`src/rtl/skewed_output_buffer_pkg.sv`:
```
// skewed_output_buffer_pkg: sizing defaults and width helpers shared by the skewed output buffer
package skewed_output_buffer_pkg;
    localparam int ARRAYWIDTH = 4;
    localparam int DATASIZE   = 8;
    function automatic int row_w(input int rows);
        return (rows > 1) ? $clog2(rows) : 1;
    endfunction
endpackage

```
`src/rtl/skewed_output_buffer_delay.sv`:
```
// skew_delay_line: DEPTH-stage shift pipe carrying a {valid, bank, row} tag; DEPTH=0 is a wire
module skew_delay_line
    import skewed_output_buffer_pkg::*;
#(
    parameter int DEPTH = 1,
    parameter int W     = 1
) (
    input  logic         clk,
    input  logic         rst,
    input  logic [W-1:0] d_i,
    output logic [W-1:0] q_o
);
    generate
        if (DEPTH == 0) begin : g_wire
            logic unused_clk_rst;
            assign unused_clk_rst = clk ^ rst;
            assign q_o = d_i;
        end else begin : g_pipe
            logic [W-1:0] pipe_q [DEPTH];
            always_ff @(posedge clk) begin
                if (rst) begin
                    pipe_q <= '{default: '0};
                end else begin
                    pipe_q[0] <= d_i;
                    for (int i = 1; i < DEPTH; i++) pipe_q[i] <= pipe_q[i-1];
                end
            end
            assign q_o = pipe_q[DEPTH-1];
        end
    endgenerate
endmodule

```
`src/rtl/skewed_output_buffer.sv`:
```
// skewed_output_buffer: ping-pong buffer that de-skews systolic-array result tiles and drains them row by row
module skewed_output_buffer
    import skewed_output_buffer_pkg::*;
#(
    parameter int COLS  = ARRAYWIDTH,
    parameter int ROWS  = ARRAYWIDTH,
    parameter int ACC_W = 2*DATASIZE,
    localparam int RW   = row_w(ROWS)
) (
    input  logic                  clk,
    input  logic                  rst,
    input  logic                  in_valid,
    output logic                  in_ready,
    input  logic [COLS*ACC_W-1:0] in_res,
    output logic                  out_valid,
    input  logic                  out_ready,
    output logic [COLS*ACC_W-1:0] out_data,
    output logic [RW-1:0]         out_row,
    output logic                  out_last,
    output logic                  err_drop
);
    localparam int TW = RW + 2;
    localparam int AW = $clog2(2*ROWS);
    localparam logic [RW-1:0] LAST_ROW = RW'(ROWS-1);

    logic                  wr_bank_q, wr_bank_d, rd_bank_q, rd_bank_d;
    logic [RW-1:0]         wr_row_q, wr_row_d, rd_row_q, rd_row_d;
    logic [1:0]            busy_q, busy_d, full_q, full_d;
    logic                  err_q, err_d;
    logic                  accept, beat, last_beat;
    logic                  lt_v, lt_b;
    logic [RW-1:0]         lt_r;
    logic [TW-1:0]         tag [COLS];
    logic [AW-1:0]         rd_addr;
    logic [COLS*ACC_W-1:0] rd_data;

    // a started tile is never stalled; only a new tile waits for its bank to drain
    assign in_ready  = (wr_row_q != '0) || !busy_q[wr_bank_q];
    assign accept    = in_valid && in_ready;
    assign out_valid = full_q[rd_bank_q];
    assign beat      = out_valid && out_ready;
    assign last_beat = beat && (rd_row_q == LAST_ROW);
    assign out_data  = out_valid ? rd_data : '0;
    assign out_row   = rd_row_q;
    assign out_last  = out_valid && (rd_row_q == LAST_ROW);
    assign err_drop  = err_q;
    assign rd_addr   = AW'(rd_bank_q) * AW'(ROWS) + AW'(rd_row_q);
    assign {lt_v, lt_b, lt_r} = tag[COLS-1];

    generate
        for (genvar c = 0; c < COLS; c++) begin : g_col
            logic [ACC_W-1:0] mem_q [2*ROWS];
            logic [AW-1:0]    wr_addr;
            skew_delay_line #(.DEPTH(c), .W(TW)) u_skew (
                .clk (clk),
                .rst (rst),
                .d_i ({accept, wr_bank_q, wr_row_q}),
                .q_o (tag[c])
            );
            assign wr_addr = AW'(tag[c][RW]) * AW'(ROWS) + AW'(tag[c][RW-1:0]);
            always_ff @(posedge clk) begin
                if (tag[c][TW-1]) mem_q[wr_addr] <= in_res[c*ACC_W +: ACC_W];
            end
            assign rd_data[c*ACC_W +: ACC_W] = mem_q[rd_addr];
        end
    endgenerate

    always_comb begin
        wr_bank_d = accept ? wr_bank_q ^ (wr_row_q == LAST_ROW) : wr_bank_q;
        wr_row_d  = !accept ? wr_row_q : (wr_row_q == LAST_ROW) ? '0 : wr_row_q + RW'(1);
        rd_bank_d = last_beat ? !rd_bank_q : rd_bank_q;
        rd_row_d  = !beat ? rd_row_q : last_beat ? '0 : rd_row_q + RW'(1);
        err_d     = err_q || (in_valid && !in_ready);
        busy_d    = busy_q;
        full_d    = full_q;
        if (accept && wr_row_q == '0) busy_d[wr_bank_q] = 1'b1;
        if (lt_v && lt_r == LAST_ROW) full_d[lt_b] = 1'b1;
        if (last_beat) begin
            busy_d[rd_bank_q] = 1'b0;
            full_d[rd_bank_q] = 1'b0;
        end
    end

    always_ff @(posedge clk) begin
        if (rst) begin
            wr_bank_q <= 1'b0;
            rd_bank_q <= 1'b0;
            wr_row_q  <= '0;
            rd_row_q  <= '0;
            busy_q    <= '0;
            full_q    <= '0;
            err_q     <= 1'b0;
        end else begin
            wr_bank_q <= wr_bank_d;
            rd_bank_q <= rd_bank_d;
            wr_row_q  <= wr_row_d;
            rd_row_q  <= rd_row_d;
            busy_q    <= busy_d;
            full_q    <= full_d;
            err_q     <= err_d;
        end
    end
endmodule

```
`config.mk`:
```
export PLATFORM = sky130hd
export DESIGN_NAME = skewed_output_buffer
export DESIGN_NICKNAME = d
export VERILOG_FILES = /design/src/rtl/skewed_output_buffer_pkg.sv /design/src/rtl/skewed_output_buffer_delay.sv /design/src/rtl/skewed_output_buffer.sv
export SDC_FILE = /design/constraint.sdc
export NUM_CORES = 1
export LEC_CHECK = 0
export BUFFER_PORTS_ARGS = -buffer_cell sky130_fd_sc_hd__buf_2
export CAP_MARGIN = 40
export CORE_MARGIN = 2
export CORE_UTILIZATION = 40
export DETAILED_ROUTE_END_ITERATION = 8
export GPL_ROUTABILITY_DRIVEN = 0
export GPL_TIMING_DRIVEN = 0
export PLACE_DENSITY = 0.68
export SYNTH_ARGS = -nofsm -noshare
export SYNTH_HDL_FRONTEND = slang
export SYNTH_SLANG_ARGS = --single-unit
```
`constraint.sdc`:
```
create_clock -name clk -period 4.9 [get_ports clk]
set_clock_uncertainty 0.2 [all_clocks]
set_input_delay 0.49 -clock clk [delete_from_list [all_inputs] [get_ports clk]]
set_output_delay 0.49 -clock clk [all_outputs]
set_load 0.01 [all_outputs]
```
* Word-level counts from Yosys, hierarchy flattened *
Memories as Yosys holds them, arrays and structs flattened.
Index checks and enable logic that the tools add are counted.

word-level totals
  flip-flop bits (word level) = 23
  bits in latches = 0
  memory bits (writable) = 512
  ROM bits = 0
  bits of input ports = 68
  logic and storage cells = 78
  memories = 4

memories
  memory          words  bits a word  rd ports  clocked after Yosys merged registers in  write ports  line                        source
  g_col[0].mem_q  8      16           1         0                                        1            skewed_output_buffer.sv:52  logic [ACC_W-1:0] mem_q [2*ROWS];
  g_col[1].mem_q  8      16           1         0                                        1            skewed_output_buffer.sv:52
  g_col[2].mem_q  8      16           1         0                                        1            skewed_output_buffer.sv:52
  g_col[3].mem_q  8      16           1         0                                        1            skewed_output_buffer.sv:52

cells by class
  add/sub/neg operators = 7
  multiply operators = 0
  div/mod/pow operators = 0
  $lt $le $gt $ge = 6
  equality and inequality tests = 3
  shift-type cells = 0
  muxes and demuxes = 25
  bitwise operators = 6
  reduce and logical (&&, ||, !) cells = 17

operator list
  kind                                                                   number
  64-bit two-way mux                                                     1
  3-bit by 2-bit adder with 3-bit output                                 5
  1-bit two-way mux                                                      15
  2-bit two-way mux                                                      6
  1-bit logical AND                                                      10
  2-bit == test (second input constant)                                  3
  1-bit by 2-bit < comparator with 1-bit output (second input constant)  3
  2-bit by 1-bit adder with 2-bit output (second input constant)         2
  2-bit bitwise AND                                                      2
  2-bit OR                                                               2
  1-bit demux with 1-bit select                                          3
  1-bit >= comparator (second input constant)                            3
  1-bit zero test                                                        3
  2-bit zero test                                                        1
  1-bit logical OR                                                       2
  2-bit NOT                                                              1
  2-bit nonzero test                                                     1
  1-bit XOR                                                              1

* Longest topological paths before layout *
  depth after elaboration = 9
  gate-level depth with buffers = 6

* Hierarchy *
Synthesis repeated with hierarchy kept, for this count alone.

second synthesis, totals
  cells, all modules = 1132
  area total of the unflattened synthesis = 20920.1 um^2

modules (own cells, without submodules)
  module                             instances  cells an instance  area an instance (um^2)  seq. area each (um^2)
  skewed_output_buffer               1          1071               20148.1                  15595.0
  skew_delay_line (g_col[3].u_skew)  1          29                 396.6                    240.2
  skew_delay_line (g_col[2].u_skew)  1          20                 240.2                    160.2
  skew_delay_line (g_col[1].u_skew)  1          8                  105.1                    80.1
  skew_delay_line (g_col[0].u_skew)  1          4                  30.0                     0.0

* Worst setup path before layout *
Ideal clock, no wire load.

  path kind = flip-flop to flip-flop
  from = reg wr_row_q[0]
  to = mem g_col[0].mem_q[0][0] (netlist bit), enable pin
  setup time = 430 ps
  arrival time = 2778 ps
  path slack = 1492 ps
  stages on the path, launching flop included = 7
  period minus slack after synthesis = 3408 ps
  cell sequence = dfxtp_1 -> clkinv_1 -> ha_1 -> clkbuf_1 -> inv_1 -> o21ai_1 -> nor4_1

on the way
  longest elaborated chain between the ends = 5
  elaborated cells on any way between the ends = 6

ends and longest elaborated chain
  item                                     line                        source
  from (decl)                              skewed_output_buffer.sv:27  logic [RW-1:0] wr_row_q, wr_row_d, rd_row_q, rd_row_d;
  from (signal assigned)                   skewed_output_buffer.sv:96  wr_row_q <= wr_row_d;
  2-bit nonzero test                       skewed_output_buffer.sv:38  assign in_ready = (wr_row_q != '0) || !busy_q[wr_bank_q];
  1-bit logical OR                         skewed_output_buffer.sv:38
  1-bit logical AND                        skewed_output_buffer.sv:39  assign accept = in_valid && in_ready;
  1-bit two-way mux                        skewed_output_buffer.sv:62  if (tag[c][TW-1]) mem_q[wr_addr] <= in_res[c*ACC_W +: ACC_W];
  1-bit two-way mux (not written as such)  skewed_output_buffer.sv:62
  to (decl)                                skewed_output_buffer.sv:52

Several ways; a longest one is shown, not always the timed one.

* Final worst setup path *
  from = reg rd_bank_q
  to = out out_data[60]

on the way
  longest elaborated chain between the ends = 3
  elaborated cells on any way between the ends = 5

ends and longest elaborated chain
  item                                                                                line                                                    source
  from (decl)                                                                         skewed_output_buffer.sv:26                              logic wr_bank_q, wr_bank_d, rd_bank_q, rd_bank_d;
  from (signal assigned)                                                              skewed_output_buffer.sv:95                              rd_bank_q <= rd_bank_d;
  3-bit by 2-bit adder with 3-bit output / 1-bit two-way mux (equally long branches)  skewed_output_buffer.sv:47, skewed_output_buffer.sv:40
  memory read 8 x 16 bit / 1-bit two-way mux (equally long branches)                  n/a
  64-bit two-way mux *                                                                skewed_output_buffer.sv:43                              assign out_data = out_valid ? rd_data : '0;
  to (decl)                                                                           skewed_output_buffer.sv:17                              output logic [COLS*ACC_W-1:0] out_data,

Mark *: on every way between the ends. The rest lies on a longest branch, timed or not. The select of a mux whose other input is x is not followed.

==> impl_metrics.yaml <==
setup_path:
  max_stage_delay_ns: 0.56
  slowest_stage: "clkbuf_1"
  path_cells: "nor2b_1 > nand2_1 > clkbuf_1 > o221ai_1 > buf_2"
  required_ns: 4.21
  critPathTopFamily: "buffers and inverters"
  worstPathMaxFanout: 10
  startpoint_type: "flip-flop"
  cp-end-kind: "output port"
  cp_data_arrival_time_ns: 2.80
  path_class: "flip-flop to output port"
  cp_num_buf_inv: 2
die:
  rows: 82
  dieWidth_um: 230
  die_y_um: 230
  design.die.area_um2: 52900
  initial_core_util_pct: 40.6
  core_area_um2: 50300
  pin_count: 138
clocking:
  hold_buffers: 65
  insertion_delay_ns: 0.59
  root_buffer: "clkbuf_16"
  postCtsSetupRepairBufs: 0
  clk_pin_slew_ns: 0.06
  cts_buffer_depth: 3
  cts_sinks: 535
  cts-buffers-inserted: 53
  ctsResizeCount: 0
  cts_tree: "yes"
  h-tree-depth: 2
route:
  vias: 10900
  drc_errors: 0
  drt-total-wl_um: 45100
  viasPerCell: 5.16
  drt_iter0_markers: 795
  firstDrtPassIters: 7
  antenna_left: 0
  avgRoutedWirePerCell_um: 21.4
synth:
  ys_warn_count: 0
  async_flop_share_pct: 0
  syn-num-nets: 1163
  ys_seq_area_share_pct: 77.5
  synth_edf_count: 512
  ys_seq_elements: 535
  syn_inst: 1092
  synth_cell_types: 33
  netlist_area_um2: 20400
  ys.flop_type: "edfxtp_1"
  synth_area_per_cell_um2: 18.7
global_routing:
  grt_pass1_wl_um: 67500
  grt_max_degree: 16
  antenna_found_initial: 3
  overflow: 0
  grt_pass1_vias: 11100
  grtUsageTotal_pct: 16.9
timing:
  drv_slew: 0
  finalSetupViolCount: 0
  fin_crit_sh_pct: 71.2
  max_freq_mhz: 286
  hold_violations: 0
  rsz0062_at_grt: "false"
  maxSlewHeadroom_pct: 46.1
  post-route-min-period_ns: 3.49
  worstMarginPinSlew_ns: 0.804
  finalSetupTns_ns: 0
finish:
  layout-drive-gt1-share_pct: 22.5
  fin_cells: 2109
  utilization_pct: 49.6
  syn_to_final_growth_pct: 22.0
  final_nets: 1466
  fill_cells: 4194
power:
  p_leak_nw: 8.00
  power.density_nw_per_um2: 383
  ir_worst_vdd_mv: 0.231
run_status:
  status: "finished clean"
flow_run:
  maxCapViolCount: 0
place:
  dp.final_hpwl_um: 30000
  placed_cells: 1945
  portBuffers: 136
worst_hold_path:
  hold_class: "primary input to flip-flop"
final timing paths:
check                                   startpoint                      to  cells past startpoint  slack (ns)
hold / removal                                 rst             wr_row_q[1]                      3        0.11
hold reg to reg   g_col[3].u_skew.g_pipe.pipe_q[9]  g_col[2].u_skew.q_o[1]                      1        0.28
setup reg to reg                       wr_row_q[0]    g_col[0].mem_q[1][7]                      8        1.80
setup / recovery                         rd_bank_q            out_data[60]                      5        1.41
cell families (layout without fill, tap and decap cells):
group / count (synthesis) / count (layout) / share of synthesized area (%)
compound gates: 144 / 144 / 5.98
other cells: 0 / 1 / 0
simple gates: 85 / 85 / 2.12
mux: 260 / 260 / 12.8
buf+inv: 65 / 409 / 1.45
flops: 535 / 535 / 77.5
fa+ha+maj: 3 / 3 / 0.184
synth_stat cells, types with 2 or more instances:
master | n | area share, %
nor3_1 | 9 | 0.22
dfxtp_1 | 23 | 2.3
nand2_1 | 12 | 0.22
nor2_1 | 26 | 0.48
buf_1 | 2 | 0.037
nand2b_1 | 11 | 0.34
clkbuf_1 | 27 | 0.50
mux2i_1 | 258 | 13
o221ai_1 | 64 | 2.7
buf_4 | 5 | 0.18
o21a_1 | 2 | 0.073
a21oi_1 | 3 | 0.073
nor4_1 | 7 | 0.21
inv_1 | 4 | 0.073
edfxtp_1 | 512 | 75
a31oi_1 | 5 | 0.15
nand3_1 | 2 | 0.049
o21ai_0 | 2 | 0.049
o22a_1 | 64 | 2.7
nor2b_1 | 11 | 0.34
or4_1 | 2 | 0.073
buf_2 | 26 | 0.64
ha_1 | 3 | 0.18
and4_1 | 3 | 0.13
flip-flops by register name, indices dropped and copies added (netlist names):
register and flops:
busy_q 2, g_col.u_skew.q_o 8, g_col.mem_q 512, err_drop 1, g_col.u_skew.g_pipe.pipe_q 4, wr_row_q 2, wr_bank_q 1, rd_bank_q 1
full_q 2, out_row 2
power by group:
group / leakage (nW) / internal, mW / switching [mW]
Sequential: 4.81 / 5.13 / 0.0406
Combinational: 2.35 / 0.132 / 0.223
Clock: 0.850 / 2.37 / 1.65
Total: 8.00 / 7.63 / 1.91
cells in the final DEF (no fill, tap or decap), drive strengths merged, types with 2 or more instances in the layout:
cell / n
inv: 6
buf: 216
nor4: 7
a31oi: 5
o21ai: 3
mux2i: 258
dfxtp: 23
ha: 3
nor3: 9
or4: 2
bufinv: 6
o22a: 64
clkinv: 20
mux2: 2
nand2: 12
nand2b: 11
dlygate4sd3: 65
nand3: 2
a21oi: 3
o21a: 2
nor2b: 11
o221ai: 64
nor2: 26
and4: 3
clkbuf: 95
edfxtp: 512
routing by layer:
metal,track usage [%],share of wire [%],vias up
met5,0,0.044,-
met4,4.56,2.0,4
met3,3.48,5.2,64
met2,28.4,49,253
met1,22.4,44,5515
li1,-,-,5050
stage by stage:
step	hold slack [ns]	cell area [um^2]	power (mW)	setup slack, ns
2_1_floorplan	0.251	20400	5.40	1.49
3_3_place_gp	0.272	22000	5.53	-0.400
3_5_place_dp	0.273	22500	5.58	1.80
4_1_cts	0.0720	24900	9.63	1.37
5_1_grt	0.0866	24900	9.85	1.22
6_report	0.115	24900	9.55	1.41
cell type report:
type	count	area (um^2)	area share, %
Antenna cell	1	2.50	0.0100
Multi-Input combinational cell	492	4410	17.7
Clock buffer	68	1430	5.72
Inverter	5	18.8	0.0753
Sequential cell	535	15800	63.5
Buffer	60	277	1.11
Timing Repair Buffer	248	1830	7.33
Clock inverter	28	295	1.18
Tap cell	672	841	3.37
worst reg2reg max path: cells and delay by family, from the launching register on:
family	cells	cell delay [ns]
and+or+nand+nor	1	0.58
DFF	1	0.46
adders and majority gates	1	0.27
buffers and inverters	5	1.06
AOI/OAI and AO/OA	1	0.23
No activity file was read; power rests on OpenSTA's default activity.
